<file path="config.mk">
export PLATFORM = sky130hd
export DESIGN_NAME = ysyx_22050854_ifu_fetch
export DESIGN_NICKNAME = d
export VERILOG_FILES = /design/src/rtl/ysyx_22050854_ifu_pkg.sv /design/src/rtl/ysyx_22050854_ifu_fifo.sv /design/src/rtl/ysyx_22050854_ifu_fetch.sv
export SDC_FILE = /design/constraint.sdc
export NUM_CORES = 1
export LEC_CHECK = 0
export BUFFER_PORTS_ARGS = -buffer_cell sky130_fd_sc_hd__buf_2
export CAP_MARGIN = 10
export CORE_UTILIZATION = 45
export DETAILED_ROUTE_END_ITERATION = 8
export GPL_TIMING_DRIVEN = 0
export PLACE_DENSITY = 0.75
export SLEW_MARGIN = 20
export SYNTH_ARGS = -nofsm -noshare
export SYNTH_HDL_FRONTEND = slang
export SYNTH_HIERARCHICAL = 1
export SYNTH_SLANG_ARGS = --single-unit
</file>
<file path="constraint.sdc">
create_clock -name clk -period 6.85 [get_ports clk]
set_input_delay 0.685 -clock clk [delete_from_list [all_inputs] [get_ports clk]]
set_output_delay 0.685 -clock clk [all_outputs]
set_load 0.1 [all_outputs]
</file>
<file path="src/rtl/ysyx_22050854_ifu_pkg.sv">
// Shared definitions for the instruction-fetch front end: reset PC, nop encoding,
// state encoding, queue entry layout and a constant-width helper.
package ysyx_22050854_ifu_pkg;

    localparam logic [63:0] IFU_RESET_PC = 64'h8000_0000;
    localparam logic [31:0] INSTR_NOP    = 32'h0000_0013;

    typedef enum logic {
        ST_RUN   = 1'b0,
        ST_FAULT = 1'b1
    } ifu_state_e;

    typedef struct packed {
        logic [31:0] instr;
        logic [63:0] pc;
    } fetch_entry_t;

    // Bits needed to encode values 0..n-1; callers pass depth+1 for occupancy counters.
    function automatic int clog2(input int n);
        int r;
        r = 0;
        for (int i = 0; i < 32; i++) begin
            if ((1 << r) < n) r = r + 1;
        end
        return r;
    endfunction

endpackage

</file>
<file path="src/rtl/ysyx_22050854_ifu_fifo.sv">
// Small synchronous FIFO with flush, used for the instruction queue and the request-PC tags.
// Head is read combinationally; push and pop may coincide, also when full.
module ysyx_22050854_ifu_fifo
    import ysyx_22050854_ifu_pkg::*;
#(
    parameter int WIDTH = 64,
    parameter int DEPTH = 2
) (
    input  logic                      clk,
    input  logic                      rst,
    input  logic                      flush_i,
    input  logic                      push_i,
    input  logic [WIDTH-1:0]          push_dat_i,
    input  logic                      pop_i,
    output logic [WIDTH-1:0]          head_dat_o,
    output logic [clog2(DEPTH+1)-1:0] count_o
);

    localparam int PW = (DEPTH > 1) ? clog2(DEPTH) : 1;
    localparam int CW = clog2(DEPTH + 1);
    localparam logic [PW-1:0] LAST = PW'(DEPTH - 1);

    logic [WIDTH-1:0] mem_q [DEPTH];
    logic [PW-1:0]    rd_ptr_q, rd_ptr_d;
    logic [PW-1:0]    wr_ptr_q, wr_ptr_d;
    logic [CW-1:0]    count_q, count_d;
    logic             do_push, do_pop;

    assign do_pop  = pop_i & (count_q != '0);
    assign do_push = push_i & ((count_q != CW'(DEPTH)) | do_pop);

    always_comb begin
        rd_ptr_d = rd_ptr_q;
        wr_ptr_d = wr_ptr_q;
        count_d  = count_q;
        if (flush_i) begin
            rd_ptr_d = '0;
            wr_ptr_d = '0;
            count_d  = '0;
        end else begin
            if (do_push) wr_ptr_d = (wr_ptr_q == LAST) ? '0 : wr_ptr_q + PW'(1);
            if (do_pop)  rd_ptr_d = (rd_ptr_q == LAST) ? '0 : rd_ptr_q + PW'(1);
            count_d = count_q + CW'(do_push) - CW'(do_pop);
        end
    end

    always_ff @(posedge clk or posedge rst) begin
        if (rst) begin
            rd_ptr_q <= '0;
            wr_ptr_q <= '0;
            count_q  <= '0;
            for (int i = 0; i < DEPTH; i++) mem_q[i] <= '0;
        end else begin
            rd_ptr_q <= rd_ptr_d;
            wr_ptr_q <= wr_ptr_d;
            count_q  <= count_d;
            if (do_push && !flush_i) mem_q[wr_ptr_q] <= push_dat_i;
        end
    end

    assign head_dat_o = mem_q[rd_ptr_q];
    assign count_o    = count_q;

endmodule

</file>
<file path="src/rtl/ysyx_22050854_ifu_fetch.sv">
// Fetch front end: owns the PC, issues in-order imem requests, queues returned words for decode.
// Optional misaligned-redirect fault state is built when IFU_ALIGN_CHECK_EN is defined.
module ysyx_22050854_ifu_fetch
    import ysyx_22050854_ifu_pkg::*;
#(
    parameter logic [63:0] RESET_PC = IFU_RESET_PC,
    parameter int          QDEPTH   = 2
) (
    input  logic        clk,
    input  logic        rst,
    input  logic        redirect_valid,
    input  logic [63:0] redirect_pc,
    output logic        imem_req_valid,
    input  logic        imem_req_ready,
    output logic [63:0] imem_req_addr,
    input  logic        imem_rsp_valid,
    input  logic [31:0] imem_rsp_data,
    output logic        instr_valid,
    input  logic        instr_ready,
    output logic [31:0] instr,
    output logic [63:0] instr_pc,
    output logic        instr_fault
);

    localparam int CW = clog2(QDEPTH + 1);

    ifu_state_e    state_q, state_d;
    logic [63:0]   pc_q, pc_d;
    logic [CW-1:0] out_cnt_q, out_cnt_d;
    logic [CW-1:0] drop_cnt_q, drop_cnt_d;
    logic          live_q;

    logic [CW-1:0] q_count, tag_count;
    fetch_entry_t  q_head;
    logic [63:0]   tag_head;
    logic          credit_ok, req_fire, rsp_drop, rsp_keep, instr_pop, misaligned;

    // The slot freed by this cycle's pop is reusable immediately, which keeps a
    // 1-cycle imem streaming at one instruction per cycle with only two slots.
    assign credit_ok = ({1'b0, out_cnt_q} + {1'b0, q_count})
                       < ((CW+1)'(QDEPTH) + {{CW{1'b0}}, instr_pop});

    assign imem_req_valid = live_q & (state_q == ST_RUN) & ~redirect_valid & credit_ok;
    assign imem_req_addr  = pc_q;
    assign req_fire       = imem_req_valid & imem_req_ready;

    // A beat with no live tag can only belong to a request issued before a redirect.
    assign rsp_drop  = imem_rsp_valid & (redirect_valid | (drop_cnt_q != '0) | (tag_count == '0));
    assign rsp_keep  = imem_rsp_valid & ~rsp_drop;
    assign instr_pop = instr_valid & instr_ready & (state_q == ST_RUN);

`ifdef IFU_ALIGN_CHECK_EN
    assign misaligned  = (redirect_pc[1:0] != 2'b00);
    assign instr_fault = (state_q == ST_FAULT) & ~redirect_valid;
`else
    assign misaligned  = 1'b0;
    assign instr_fault = 1'b0;
`endif

    always_comb begin
        instr_valid = (q_count != '0) & ~redirect_valid;
        instr       = q_head.instr;
        instr_pc    = q_head.pc;
        if (state_q == ST_FAULT) begin
            instr_valid = ~redirect_valid;
            instr       = INSTR_NOP;
            instr_pc    = pc_q;
        end
    end

    always_comb begin
        pc_d       = pc_q;
        out_cnt_d  = out_cnt_q;
        drop_cnt_d = drop_cnt_q;
        state_d    = state_q;
        if (redirect_valid) begin
            pc_d       = redirect_pc;
            out_cnt_d  = out_cnt_q - CW'(imem_rsp_valid);
            // Every beat still in flight now belongs to the abandoned path.
            drop_cnt_d = out_cnt_d;
            state_d    = misaligned ? ST_FAULT : ST_RUN;
        end else begin
            if (req_fire) pc_d = pc_q + 64'd4;
            out_cnt_d = out_cnt_q + CW'(req_fire) - CW'(imem_rsp_valid);
            if (imem_rsp_valid && (drop_cnt_q != '0)) drop_cnt_d = drop_cnt_q - CW'(1);
        end
    end

    always_ff @(posedge clk or posedge rst) begin
        if (rst) begin
            state_q    <= ST_RUN;
            pc_q       <= RESET_PC;
            out_cnt_q  <= '0;
            drop_cnt_q <= '0;
            live_q     <= 1'b0;
        end else begin
            state_q    <= state_d;
            pc_q       <= pc_d;
            out_cnt_q  <= out_cnt_d;
            drop_cnt_q <= drop_cnt_d;
            live_q     <= 1'b1;
        end
    end

    ysyx_22050854_ifu_fifo #(
        .WIDTH($bits(fetch_entry_t)),
        .DEPTH(QDEPTH)
    ) u_instr_q (
        .clk        (clk),
        .rst        (rst),
        .flush_i    (redirect_valid),
        .push_i     (rsp_keep),
        .push_dat_i ({imem_rsp_data, tag_head}),
        .pop_i      (instr_pop),
        .head_dat_o (q_head),
        .count_o    (q_count)
    );

    ysyx_22050854_ifu_fifo #(
        .WIDTH(64),
        .DEPTH(QDEPTH)
    ) u_tag_q (
        .clk        (clk),
        .rst        (rst),
        .flush_i    (redirect_valid),
        .push_i     (req_fire),
        .push_dat_i (pc_q),
        .pop_i      (rsp_keep),
        .head_dat_o (tag_head),
        .count_o    (tag_count)
    );

endmodule

</file>
==> results by stage <==
Worst setup path:
- The worst setup path is launched from an input pin.
- The worst reg2reg path startpoint is u_instr_q/count_o[0]$_DFF_PP0_.
- The critical path is of the input pin to flip-flop type.
- Along the worst path, the maximum fanout reaches 14.
- The endpoint of the lowest-slack register-to-register path is u_tag_q/mem_q[68]$_DFFE_PP0P_.
- In this run the register-to-register setup slack is 3.05 ns.
- The type of element capturing the critical path is a flip-flop.
- The number of cell instances on the worst register-to-register path is 10.
- The endpoint required time on the critical path is 7.31 ns.
- The data arrival time of the critical path is 4.50 ns.

Final layout:
- The final net count is 1846.
- In the layout the commonest cells are 396 x sky130_fd_sc_hd__dfrtp_1, 391 x sky130_fd_sc_hd__mux2_2, 283 x sky130_fd_sc_hd__buf_2.
- The utilization after layout is 54.52%.
- Leaving out fill and tap cells, the most frequent cell in the layout is sky130_fd_sc_hd__dfrtp_1.
- The area added between synthesis and finish is 18.53%.
- Cells with a size suffix above 1 make up 49.46% of the layout.

Floorplan:
- The initial core utilization is 46.00%.
- The floorplan step defined a die boundary enclosing 0.04294 mm².
- Pin placement for this block handled 265 I/O pins.
- The number of rows in the core area is 74.
- The region available for standard cell placement spans 0.04120 mm².
- From left edge to right edge, the die measures 207.2 µm.
- Measured along the y axis, the die boundary spans 207.2 µm.

Route:
- In the final routed layout, each cell accounts on average for 24.35 µm.
- The via count of the routed design is 13391.
- After detailed routing, the number of vias per cell comes to 5.822.
- In this run, the number of DRC markers left after iteration 0 of detailed routing was 1070.
- The number of routed nets with antenna violations is 0.
- The total routed wirelength is 56000 µm.
- The residual DRC count is 0.
- The number of search-and-repair iterations in the first detailed-routing pass is 5.

Synthesis:
- For this run, the number of Yosys warnings is 6.
- After synthesis, the netlist uses 66 different library cells.
- The prevailing post-synth register cell is sky130_fd_sc_hd__dfrtp_1.
- The synthesized design contains 397 register bits.
- In the synthesized netlist, the number of instances is 1421.
- Yosys mapped a number of flops with a built-in enable equal to 0.
- For this run, asynchronously set or reset flops after synthesis account for 100.0%.
- The share of synthesized area in the top cell type comes to 52.29%.
- Yosys attributes the largest share of cell area to sky130_fd_sc_hd__dfrtp_1 52%, sky130_fd_sc_hd__mux2_2 23%, sky130_fd_sc_hd__mux2_4 7.1%, sky130_fd_sc_hd__nand2_1 1.5%, sky130_fd_sc_hd__nand4_1 0.96%.
- The synthesized area per cell is 13.34 µm².
- The post-synthesis sequential area ratio is 52.43%.
- The synthesized cell area is 0.01895 mm².
- The post-synthesis cell type with the largest combined area is sky130_fd_sc_hd__dfrtp_1.
- The post-synthesis net count is 1534.

GRT:
- The initial antenna violation count was 3.
- Global routing used 26.22% of the available tracks across all layers.
- The first global-routing pass estimated 85440 µm of wire.
- The residual overflow from global routing is 0.
- Entering global routing, the biggest net connects 114 pins.
- The number of global-route vias before repair is 14010.

Clocking:
- The clock tree synthesis step divided the H-tree into 2 levels.
- The number of buffers inserted for hold repair after clock tree synthesis is 0.
- The buffer levels on the longest clock path is 3.
- TritonCTS built the clock tree.
- The later pin in the worst-skew pair is clocked with a latency of 0.58 ns.
- The clock sink count is 397.
- The master cell of the clock root buffer is sky130_fd_sc_hd__clkbuf_16.
- The total setup buffers inserted after CTS is 0.
- Post-CTS repair changed the size of 0 cells.
- After clock tree synthesis, the clock-pin slew on the worst setup and hold paths is 0.06 ns.
- Buffers inserted during clock tree synthesis total 44.

Timing:
- The hold violation total from the final report is 0.
- The tightest slew margin relative to the limit is 18.84%.
- The worst setup skew after layout is 0.01807 ns.
- The smallest clock period supported by the final layout is computed as 4.038 ns.
- The total setup violations reported at the end of the flow is 0.
- Derived from the worst setup path, the maximum achievable clock frequency is 247.6 MHz.
- In the finished design, the share of the clock period the worst path needs comes to 58.96%.
- Setup slack closes at 2.812 ns.
- For the pin with the worst max-slew slack, the measured transition is 1.217 ns.
- The number of max-slew violations in the final report is 0.
- Setup repair after global routing left no endpoint under its margin.

Power and ir drop:
- The leakage power is 10.96 nW.
- The worst-case IR drop observed on VDD is 207.1 µV.
- The ratio of total power to cell area is 322.5 mW/mm².
- The total power consumption of the routed design is 7.244 mW.

Job:
- Across the run, the number of max-cap violations was 0.

Place:
- Routability-driven placement finished with a final weighted congestion of 0.9304.
- Input and output buffers added on the ports amount to 263.
- The pre-CTS setup slack is 2.310 ns.
- The detailed placer's ending HPWL is 39940 µm.

Outcome:
- The run finished with clean final reports.

Min path:
- The type of the most critical hold path is input pin to async pin.
-- synthesized netlist by cell type, drive strengths merged, types with 4 or more instances --
library cell / n
mux2: 484
dfrtp: 396
nand2: 78
buf: 43
nor2: 40
clkbuf: 36
nand3: 35
o21ai: 31
nand4: 30
or4: 24
a31oi: 20
inv: 18
xnor2: 16
or3: 15
nor3: 13
o31ai: 13
o211ai: 12
xor2: 12
and3: 10
ha: 10
o311ai: 10
and4: 9
nor4: 9
nor2b: 7
and2: 4
or2: 4
-- area by class of cell --
cell class	instances	area, µm²
antenna	3	7.507
buffer	79	441.7
clock buffer	68	1292
clock inverter	10	117.6
fill	3450	18740
inverter	19	88.84
multi-input combinational	926	8514
sequential	397	9936
tap	532	665.6
timing repair buffer	266	1399
-- worst max path at each step --
stage | from | endpoint | slack, ns | cells past startpoint
global placement | rst | u_instr_q/mem_q[180]$_DFFE_PP0P_ | -1.36 | 2
floorplan | rst | u_instr_q/count_o[0]$_DFF_PP0_ | 0.82 | 1
CTS | redirect_valid | u_tag_q/mem_q[93]$_DFFE_PP0P_ | 2.92 | 10
finish | redirect_valid | u_tag_q/mem_q[68]$_DFFE_PP0P_ | 2.81 | 10
detailed placement | redirect_valid | u_tag_q/mem_q[70]$_DFFE_PP0P_ | 2.31 | 10
global route | redirect_valid | u_tag_q/mem_q[93]$_DFFE_PP0P_ | 2.74 | 10
-- kinds of logic (layout without fill, tap and decap cells) --
kind of cell / count (synthesis) / count (layout) / synth area share (%)
compound gates: 103 / 103 / 3.651
xor+xnor: 28 / 28 / 1.294
fa+ha+maj: 11 / 11 / 0.7658
other cells: 2 / 5 / 0.03963
buf+inv: 98 / 442 / 2.707
simple gates: 295 / 295 / 8.437
flops: 397 / 397 / 52.43
mux: 487 / 487 / 30.68
-- power by group --
| part | internal (mW) | switching, mW |
|---|---|---|
| Combinational | 0.639 | 1.33 |
| Clock | 1.34 | 0.970 |
| Sequential | 2.70 | 0.261 |
-- per-stage QoR --
step | area, µm² | cells | hold slack [ns] | setup TNS [ns]
after CTS | 22450 | 2297 | 0.1877 | 0
after global routing | 22460 | 2298 | 0.2080 | 0
after detailed placement | 21040 | 2219 | 0.4741 | 0
after global placement | 20930 | 2216 | 0.4619 | -260.47
after floorplan | 18950 | 1421 | 0.4522 | 0
final | 22460 | 2300 | 0.1744 | 0
-- sequential cells by signal, summed over array words and instances, names as in the netlist, 2 cells and up --
name	count
drop_cnt_q	2
imem_req_addr	64
out_cnt_q	2
u_instr_q/count_o	2
u_instr_q/mem_q	192
u_tag_q/count_o	2
u_tag_q/mem_q	128
-- worst max-delay path, cell delays in order --
cell and delay, ns:
sky130_fd_sc_hd__buf_2 0.27, sky130_fd_sc_hd__clkbuf_1 0.45, sky130_fd_sc_hd__buf_1 0.69, sky130_fd_sc_hd__clkbuf_1 0.58, sky130_fd_sc_hd__nor2_1 0.22, sky130_fd_sc_hd__or3b_4 0.45, sky130_fd_sc_hd__nand3_1 0.11, sky130_fd_sc_hd__buf_2 0.34
sky130_fd_sc_hd__buf_4 0.30, sky130_fd_sc_hd__mux2_2 0.37
-- layer usage --
metal / GRT usage [%] / wire length, µm
met3: 6.339 / 4602
met5: 0 / 0
met4: 11.25 / 2440
met1: 34.04 / 22870
met2: 41.95 / 26090
No activity file was read; power rests on OpenSTA's default activity.
